File: config.mk
export PLATFORM = sky130hd
export DESIGN_NAME = fetch_unit
export DESIGN_NICKNAME = d
export VERILOG_FILES = /design/src/rtl/common.sv /design/src/rtl/pipes.sv /design/src/rtl/adder.sv /design/src/rtl/fetch_unit_pcselect.sv /design/src/rtl/fetch_unit.sv
export SDC_FILE = /design/constraint.sdc
export NUM_CORES = 1
export LEC_CHECK = 0
export ABC_CLOCK_PERIOD_IN_PS = 5300
export CORE_MARGIN = 1.5
export CORE_UTILIZATION = 45
export CTS_CLUSTER_DIAMETER = 150
export DETAILED_ROUTE_END_ITERATION = 8
export GPL_TIMING_DRIVEN = 0
export HOLD_SLACK_MARGIN = 0.06
export PLACE_DENSITY_LB_ADDON = 0.08
export SYNTH_ARGS = -nofsm -noshare
export SYNTH_HDL_FRONTEND = slang
export SYNTH_SLANG_ARGS = --single-unit
File: constraint.sdc
create_clock -name clk -period 5.3 [get_ports clk]
set_input_delay 0.795 -clock clk [delete_from_list [all_inputs] [get_ports clk]]
set_output_delay 0.795 -clock clk [all_outputs]
set_load 0.005 [all_outputs]
File: src/rtl/common.sv
// Project-wide constants shared by the pipeline stages.
package common;

  localparam int unsigned XLEN = 64;
  localparam int unsigned ILEN = 32;

  localparam logic [XLEN-1:0] PC_INIT = 64'h8000_0000;

endpackage

File: src/rtl/pipes.sv
// Pipeline-register payloads and per-stage state/select types.
package pipes;

  typedef struct packed {
    logic        valid;
    logic [63:0] pc;
    logic [31:0] raw_instr;
  } fetch_data_t;

  typedef enum logic [1:0] {
    FETCH,
    HOLD,
    DISCARD
  } fetch_state_t;

  typedef enum logic [1:0] {
    SEL_HOLD,
    SEL_SEQ,
    SEL_TARGET,
    SEL_PC
  } pc_sel_t;

endpackage

File: src/rtl/adder.sv
// Plain parameterised two-operand adder; the carry out is discarded so sums wrap.
module adder #(
  parameter int unsigned WIDTH = 64
) (
  input  logic [WIDTH-1:0] a_i,
  input  logic [WIDTH-1:0] b_i,
  output logic [WIDTH-1:0] sum_o
);

  assign sum_o = a_i + b_i;

endmodule

File: src/rtl/fetch_unit_pcselect.sv
// Next-value selector for the fetch PC registers: hold, sequential, redirect target,
// or (request address only) catch up to the already-redirected pc.
module pcselect
  import pipes::*;
(
  input  pc_sel_t     pcSel_i,
  input  pc_sel_t     reqSel_i,
  input  logic [63:0] pcQ_i,
  input  logic [63:0] reqPcQ_i,
  input  logic [63:0] seqPc_i,
  input  logic [63:0] target_i,
  output logic [63:0] pcD_o,
  output logic [63:0] reqPcD_o
);

  function automatic logic [63:0] pick(input pc_sel_t sel, input logic [63:0] cur,
                                       input logic [63:0] seqVal, input logic [63:0] tgt,
                                       input logic [63:0] pcVal);
    logic [63:0] res;
    case (sel)
      SEL_SEQ:    res = seqVal;
      SEL_TARGET: res = tgt;
      SEL_PC:     res = pcVal;
      default:    res = cur;
    endcase
    return res;
  endfunction

  assign pcD_o    = pick(pcSel_i,  pcQ_i,    seqPc_i, target_i, pcQ_i);
  assign reqPcD_o = pick(reqSel_i, reqPcQ_i, seqPc_i, target_i, pcQ_i);

endmodule

File: src/rtl/fetch_unit.sv
// Instruction-fetch stage with the fetch/decode register built in; one bus read in
// flight, a skid word for responses landing under a decode stall, and stale-response drop.
module fetch_unit
  import pipes::*;
#(
  parameter logic [63:0] PC_INIT = common::PC_INIT
) (
  input  logic        clk,
  input  logic        reset,
  output logic        ireq_valid,
  output logic [63:0] ireq_addr,
  input  logic        iresp_data_ok,
  input  logic [31:0] iresp_data,
  input  logic        stallD,
  input  logic        pcSrc,
  input  logic [63:0] target,
  output fetch_data_t dataF
);

  fetch_state_t stateQ, stateD;
  logic [63:0]  pcQ, pcD;
  logic [63:0]  reqPcQ, reqPcD;
  logic [31:0]  bufInstrQ, bufInstrD;
  fetch_data_t  dataFQ, dataFD;
  pc_sel_t      pcSel, reqSel;
  logic [63:0]  seqPc;
  logic         redir;

  assign redir = dataFQ.valid & pcSrc & ~stallD;

  adder #(.WIDTH(64)) u_seqAdder (
    .a_i   (reqPcQ),
    .b_i   (64'd4),
    .sum_o (seqPc)
  );

  pcselect u_pcselect (
    .pcSel_i  (pcSel),
    .reqSel_i (reqSel),
    .pcQ_i    (pcQ),
    .reqPcQ_i (reqPcQ),
    .seqPc_i  (seqPc),
    .target_i (target),
    .pcD_o    (pcD),
    .reqPcD_o (reqPcD)
  );

  always_ff @(posedge clk) begin
    if (reset) begin
      stateQ <= FETCH;
    end else begin
      stateQ <= stateD;
    end
  end

  always_comb begin
    stateD = stateQ;
    case (stateQ)
      FETCH: begin
        if (iresp_data_ok) begin
          if (!redir && stallD) stateD = HOLD;
        end else if (redir) begin
          stateD = DISCARD;
        end
      end
      HOLD: begin
        if (!stallD) stateD = FETCH;
      end
      DISCARD: begin
        if (iresp_data_ok) stateD = FETCH;
      end
      default: stateD = FETCH;
    endcase
  end

  // Datapath controls; a response under stall is parked in the skid word, not dataF.
  always_comb begin
    pcSel     = SEL_HOLD;
    reqSel    = SEL_HOLD;
    dataFD    = dataFQ;
    bufInstrD = bufInstrQ;
    case (stateQ)
      FETCH: begin
        if (iresp_data_ok) begin
          if (redir) begin
            pcSel        = SEL_TARGET;
            reqSel       = SEL_TARGET;
            dataFD.valid = 1'b0;
          end else if (stallD) begin
            bufInstrD = iresp_data;
          end else begin
            dataFD = '{valid: 1'b1, pc: reqPcQ, raw_instr: iresp_data};
            pcSel  = SEL_SEQ;
            reqSel = SEL_SEQ;
          end
        end else if (redir) begin
          pcSel        = SEL_TARGET;
          dataFD.valid = 1'b0;
        end else if (!stallD) begin
          dataFD.valid = 1'b0;
        end
      end
      HOLD: begin
        if (!stallD) begin
          if (redir) begin
            pcSel        = SEL_TARGET;
            reqSel       = SEL_TARGET;
            dataFD.valid = 1'b0;
          end else begin
            dataFD = '{valid: 1'b1, pc: reqPcQ, raw_instr: bufInstrQ};
            pcSel  = SEL_SEQ;
            reqSel = SEL_SEQ;
          end
        end
      end
      DISCARD: begin
        if (iresp_data_ok) reqSel = SEL_PC;
        if (!stallD) dataFD.valid = 1'b0;
      end
      default: ;
    endcase
  end

  always_ff @(posedge clk) begin
    if (reset) begin
      pcQ       <= PC_INIT;
      reqPcQ    <= PC_INIT;
      bufInstrQ <= '0;
      dataFQ    <= '0;
    end else begin
      pcQ       <= pcD;
      reqPcQ    <= reqPcD;
      bufInstrQ <= bufInstrD;
      dataFQ    <= dataFD;
    end
  end

  // The request address is held through DISCARD so the bus sees a stable read.
  assign ireq_valid = ((stateQ == FETCH) || (stateQ == DISCARD)) && !reset;
  assign ireq_addr  = reqPcQ;
  assign dataF      = dataFQ;

endmodule

Yosys cells after proc, flatten, opt, wreduce, memory -nomap -nowiden:

Cells that the tools add are included.

* input port bits: 101
* logic and storage cells: 72
* output and inout bits: 162
* flip-flop bits (word level): 259

* muxes and demuxes: 30
* equality and inequality tests: 16
* reductions and logical operators: 14
* $add $sub $neg: 1
* bitwise logic cells: 4

Operator list (number)
* $mux W96: 3
* $mux W97: 2
* $pmux W64 S3: 1
* $pmux W96 S2: 1
* $pmux W64 S2: 1
* $add A64 B3 Y64 const B: 1
* $mux W2: 12
* $ne A2 B2 Y1 const B: 6
* $pmux W2 S3: 2
* $eq A2 B2 Y1 const B: 4
* $reduce_and A4 Y1: 2
* $eq A2 B1 Y1 const B: 3
* $mux W1: 6
* $ne A3 B3 Y1 const B: 2
* $reduce_and A6 Y1: 1
* $reduce_bool A3 Y1: 2
* $ne A4 B4 Y1 const B: 1
* $pmux W2 S2: 1
* $reduce_bool A2 Y1: 2
* $pmux W1 S3: 1
* $reduce_and A3 Y1: 1
* $and A1 B1 Y1: 2
* $logic_and A1 B1 Y1: 2
* $logic_not A1 Y1: 2
* 3 further kinds: 4

Depth between registers and ports, before layout:

* word-level depth: 7
* gate-level depth with buffers: 13
* depth with buffers taken out: 10

By module:

A second synthesis with hierarchy kept.

* cell total of the unflattened synthesis: 1804
* area, all modules: 15798.9 um^2

Modules (own cells, without submodules)
* fetch_unit: area an instance 9054.9 um^2, instances 1, cells an instance 948
* adder: area an instance 3922.5 um^2, instances 1, cells an instance 554
* pcselect: area an instance 2821.5 um^2, instances 1, cells an instance 302

Least setup slack after synthesis:

No wires, ideal clock.

* path type: input to register
* start: input pcSrc
* end: register pcQ[61]
* buffers on the path: 2
* stages: 9
* slack: 2.731 ns
* arrival: 2.501 ns
* cell sequence: a21oi_1 nand2_1 ha_1 clkbuf_1 inv_1 nor2_1 clkbuf_1 a32oi_1 o21ai_1

* longest elaborated chain between the ends: 7
* elaborated cells on any way between the ends: 12

Ends and longest elaborated chain
* from (decl): line fetch_unit.sv:15 `input logic pcSrc,`
* $and A1 B1 Y1 * (2 in a row): line fetch_unit.sv:29 `assign redir = dataFQ.valid & pcSrc & ~stallD;`
* $mux W2, on equally long branches: line fetch_unit.sv:105, fetch_unit.sv:85, fetch_unit.sv:96
* $mux W2, on equally long branches: line fetch_unit.sv:104, fetch_unit.sv:84
* $pmux W2 S2 *: line fetch_unit.sv:82 `case (stateQ)`
* $eq A2 B2 Y1 or $eq A2 B1 Y1 (tied branches): line fetch_unit_pcselect.sv:20 `case (sel)`
* $pmux W64 S2 or $reduce_bool A2 Y1 (tied branches)
* to (signal assigned): line fetch_unit.sv:131 `pcQ <= pcD;`
* to (decl): line fetch_unit.sv:21 `logic [63:0] pcQ, pcD;`

Every way passes the cells marked *; elsewhere a longest branch is shown, timed or not.
A chain may end at the register's enable or synchronous reset.

Final worst setup path:

* start: input reset
* end: output ireq_valid

* longest elaborated chain between the ends: 2

Ends and longest elaborated chain
* from (decl): line fetch_unit.sv:9 `input logic reset,`
* $logic_not A1 Y1: line fetch_unit.sv:139 `assign ireq_valid = ((stateQ == FETCH) || (stateQ == DISCARD)) && !reset;`
* $logic_and A1 B1 Y1: line fetch_unit.sv:139
* to (decl): line fetch_unit.sv:10 `output logic ireq_valid,`

No other way between the ends.

==> qor.txt <==
CP Class -> in2out
Vias -> 15223
Drt wl/cell -> 23.6 um
Synthesized area per cell -> 7.59 um^2
PostCTS Resize Cnt -> 0
Syn. warnings -> 0
Fillers -> 2801
#FFs+latches synth -> 259
Final hold vios -> 0
CP endpoint kind -> output port
Skew final -> 0.0104 ns
Clk_lat worst skew -> 0.56 ns
Tmin final -> 4.84 ns
Min Hold Slack -> 0.454 ns
R2R depth -> 9
Tot Pwr -> 5.68 mW
Vias per cell -> 6.06
WP data required -> 4.51 ns
Psw -> 1.87 mW
H-tree levels -> 1
CP Capture Point -> ireq_valid
Number of port buffers -> 262
Final setup viols -> 0
Post-synth EDFFs -> 0
Layout cell share with drive strength beyond 1 -> 8.40%
Initial antenna violation count -> 1
Non-Filler Instances -> 2510
GP Congestion -> 1.02
Initial Util -> 45.9%
Fin crit share -> 91.3%
Hold Buf Count CTS -> 0
Post-CTS Setup Inserts -> 0
RSZ-0062 raised after global routing -> no
Area Growth Syn to Fin -> 30.1%
Largest cells by area after synthesis -> dfxtp_1 38%, nand2_1 10%, a21oi_1 8.4%
Total CTS buffers -> 29
Post-Syn Nets -> 1908
Synth async-reset ratio -> 0%
CTS sink cnt -> 259
Residual DRC -> 0
Worst Hold Class -> reg2reg
F_max -> 207 MHz
DP Cell Count -> 2454
Maxcap violations -> 0
Comb power frac -> 24.6%
Core area -> 29800 um^2
Reg2Reg Launch Point -> stateQ[0]
Final slew viol count -> 0
CTS tree -> done
Reg area -> 5180 um^2
Final ANT Viol Nets -> 0
Final nets -> 2203
Least-Margin Pin Slew -> 1.40 ns
Yosys cell types -> 73
Final setup TNS -> 0 ns
Commonest cells post-synth -> 365 x nand2_1, 259 x dfxtp_1, 229 x a21oi_1
DRT Pass-1 Iters -> 9
Ports -> 263
Mapped Cells -> 1801
IR drop worst, VDD -> 0.256 mV
Hpwl dp -> 41900 um
Yosys top cell area share -> 37.9%
Post-Route WL -> 59200 um
# rows -> 63
Internal cell power -> 3.81 mW
Critical path origin -> reset
Iteration-0 DRC Markers -> 1862
Total track usage -> 36.7%
Number of global-route vias before repair -> 13820
Clock power frac -> 37.1%
CP startpoint kind -> input port
Clock transition at path regs -> 0.06 ns
Sequential Power Share -> 38.3%
Die Y -> 177 um
Multi-input logic area -> 7280 um^2
Mapped Area -> 13700 um^2
Leakage power -> 6.28 nW
Die X -> 177 um
Reg2reg end -> ireq_addr[51]
Main synth FF type -> dfxtp_1
Sequential share of the synthesized area -> 37.9%
Crit-path max FO -> 10
Top-count cell post-synth -> nand2_1
First-pass GRT wire length -> 86200 um
Die Area -> 31400 um^2
Hold path cells -> 2
PwrDens -> 319 nW/um^2
Status -> finished clean
Switching share of power -> 32.9%
Grt ovf -> 0
Slew headroom -> 5.96%
FF-to-FF setup slack -> 1.33 ns
Longest Clk Path Bufs -> 3
Pin count of the biggest net entering global routing -> 15
Leading area contributor after synthesis -> dfxtp_1
Crit path DAT -> 4.04 ns
Root Buffer -> clkbuf_16
==> per-stage QoR <==
stage | cell area (um^2) | utilization, % | worst slack (ns)
6_report | 17800 | 59.7 | 0.462
5_1_grt | 17800 | 59.7 | 0.581
4_1_cts | 17800 | 59.7 | 0.668
3_5_place_dp | 16800 | 56.4 | 0.671
3_3_place_gp | 16800 | 56.3 | 0.725
2_1_floorplan | 13700 | - | 2.73
==> final cells by class <==
class	count	share of cell area, %
multi-input cells	1300	40.9
flip-flops and latches	259	29.1
repair buffers	264	14.8
plain buffers	224	6.48
clock buffers	46	5.00
well taps	390	2.74
clock inverters	8	0.562
inverters	18	0.380
diodes	1	0.0141
==> sequential cells by signal, summed over array words and instances, names as in the netlist <==
register,cells
dataF,97
stateQ,2
bufInstrQ,32
ireq_addr,64
pcQ,64
==> critical path: stages <==
cell and delay (ns):
clkdlybuf4s50_1 0.58, clkbuf_1 0.56, clkbuf_1 0.79, buf_1 0.66, nor2_1 0.16, clkdlybuf4s50_1 0.48
==> worst min path at each step <==
| stage | slack, ns | start | endpoint |
|---|---|---|---|
| after global routing | 0.47 | dataF[91] | dataF[91] |
| after floorplan | 0.42 | pcQ[19] | pcQ[19] |
| after CTS | 0.45 | dataF[83] | dataF[83] |
| final | 0.45 | bufInstrQ[24] | bufInstrQ[24] |
| after detailed placement | 0.44 | pcQ[19] | pcQ[19] |
| after global placement | 0.44 | pcQ[19] | pcQ[19] |
==> cell families after synthesis <==
kind of cell,count (synthesis),share of synthesized area (%)
xor gates and xnor gates,49,3.14
muxes,50,3.66
buffers and inverters,242,8.92
adders and majority gates,6,0.549
DFF,259,37.9
AOI/OAI and AO/OA,504,22.1
and+or+nand+nor,691,23.7
==> routing by layer <==
metal	part of all wire [%]	routed length (um)	vias up	track usage, %
met4	5.2	3070	2	16.5
met5	0.017	10	-	0
li1	-	-	6874	-
met3	12	6990	217	7.28
met1	40	23800	7075	49.3
met2	43	25400	1055	56.8
==> power groups by stage <==
stage	clock, mW	sequential (mW)	combinational [mW]
after floorplan	0	2.18	0.695
after global placement	0	2.21	1.33
after detailed placement	0	2.21	1.35
after CTS	2.12	2.17	1.35
after global routing	2.19	2.18	1.46
final	2.11	2.17	1.40
==> cells in the final DEF, fill, tap and decap left out, types with 7 or more instances in the layout <==
master | Yosys | layout
nor3_1 | 30 | 30
a22oi_1 | 9 | 9
nand4_1 | 18 | 18
o21a_1 | 9 | 9
a31oi_1 | 21 | 21
and3_1 | 43 | 43
clkbuf_8 | 0 | 10
a211oi_1 | 45 | 45
nand2_1 | 365 | 365
clkbuf_1 | 119 | 126
inv_1 | 17 | 17
buf_4 | 67 | 68
xor2_1 | 20 | 20
and2_1 | 13 | 13
o22ai_1 | 16 | 16
and4_1 | 11 | 11
clkbuf_16 | 0 | 29
a32oi_1 | 13 | 13
nor4_1 | 21 | 21
mux2i_1 | 50 | 50
xnor2_1 | 29 | 29
o21ai_0 | 95 | 95
buf_2 | 30 | 30
clkdlybuf4s50_1 | 0 | 262
dfxtp_1 | 259 | 259
a221oi_1 | 14 | 14
nor2_1 | 110 | 110
a21oi_1 | 229 | 229
nand3_1 | 37 | 37
o31ai_1 | 7 | 7
No activity file was read; power rests on OpenSTA's default activity.
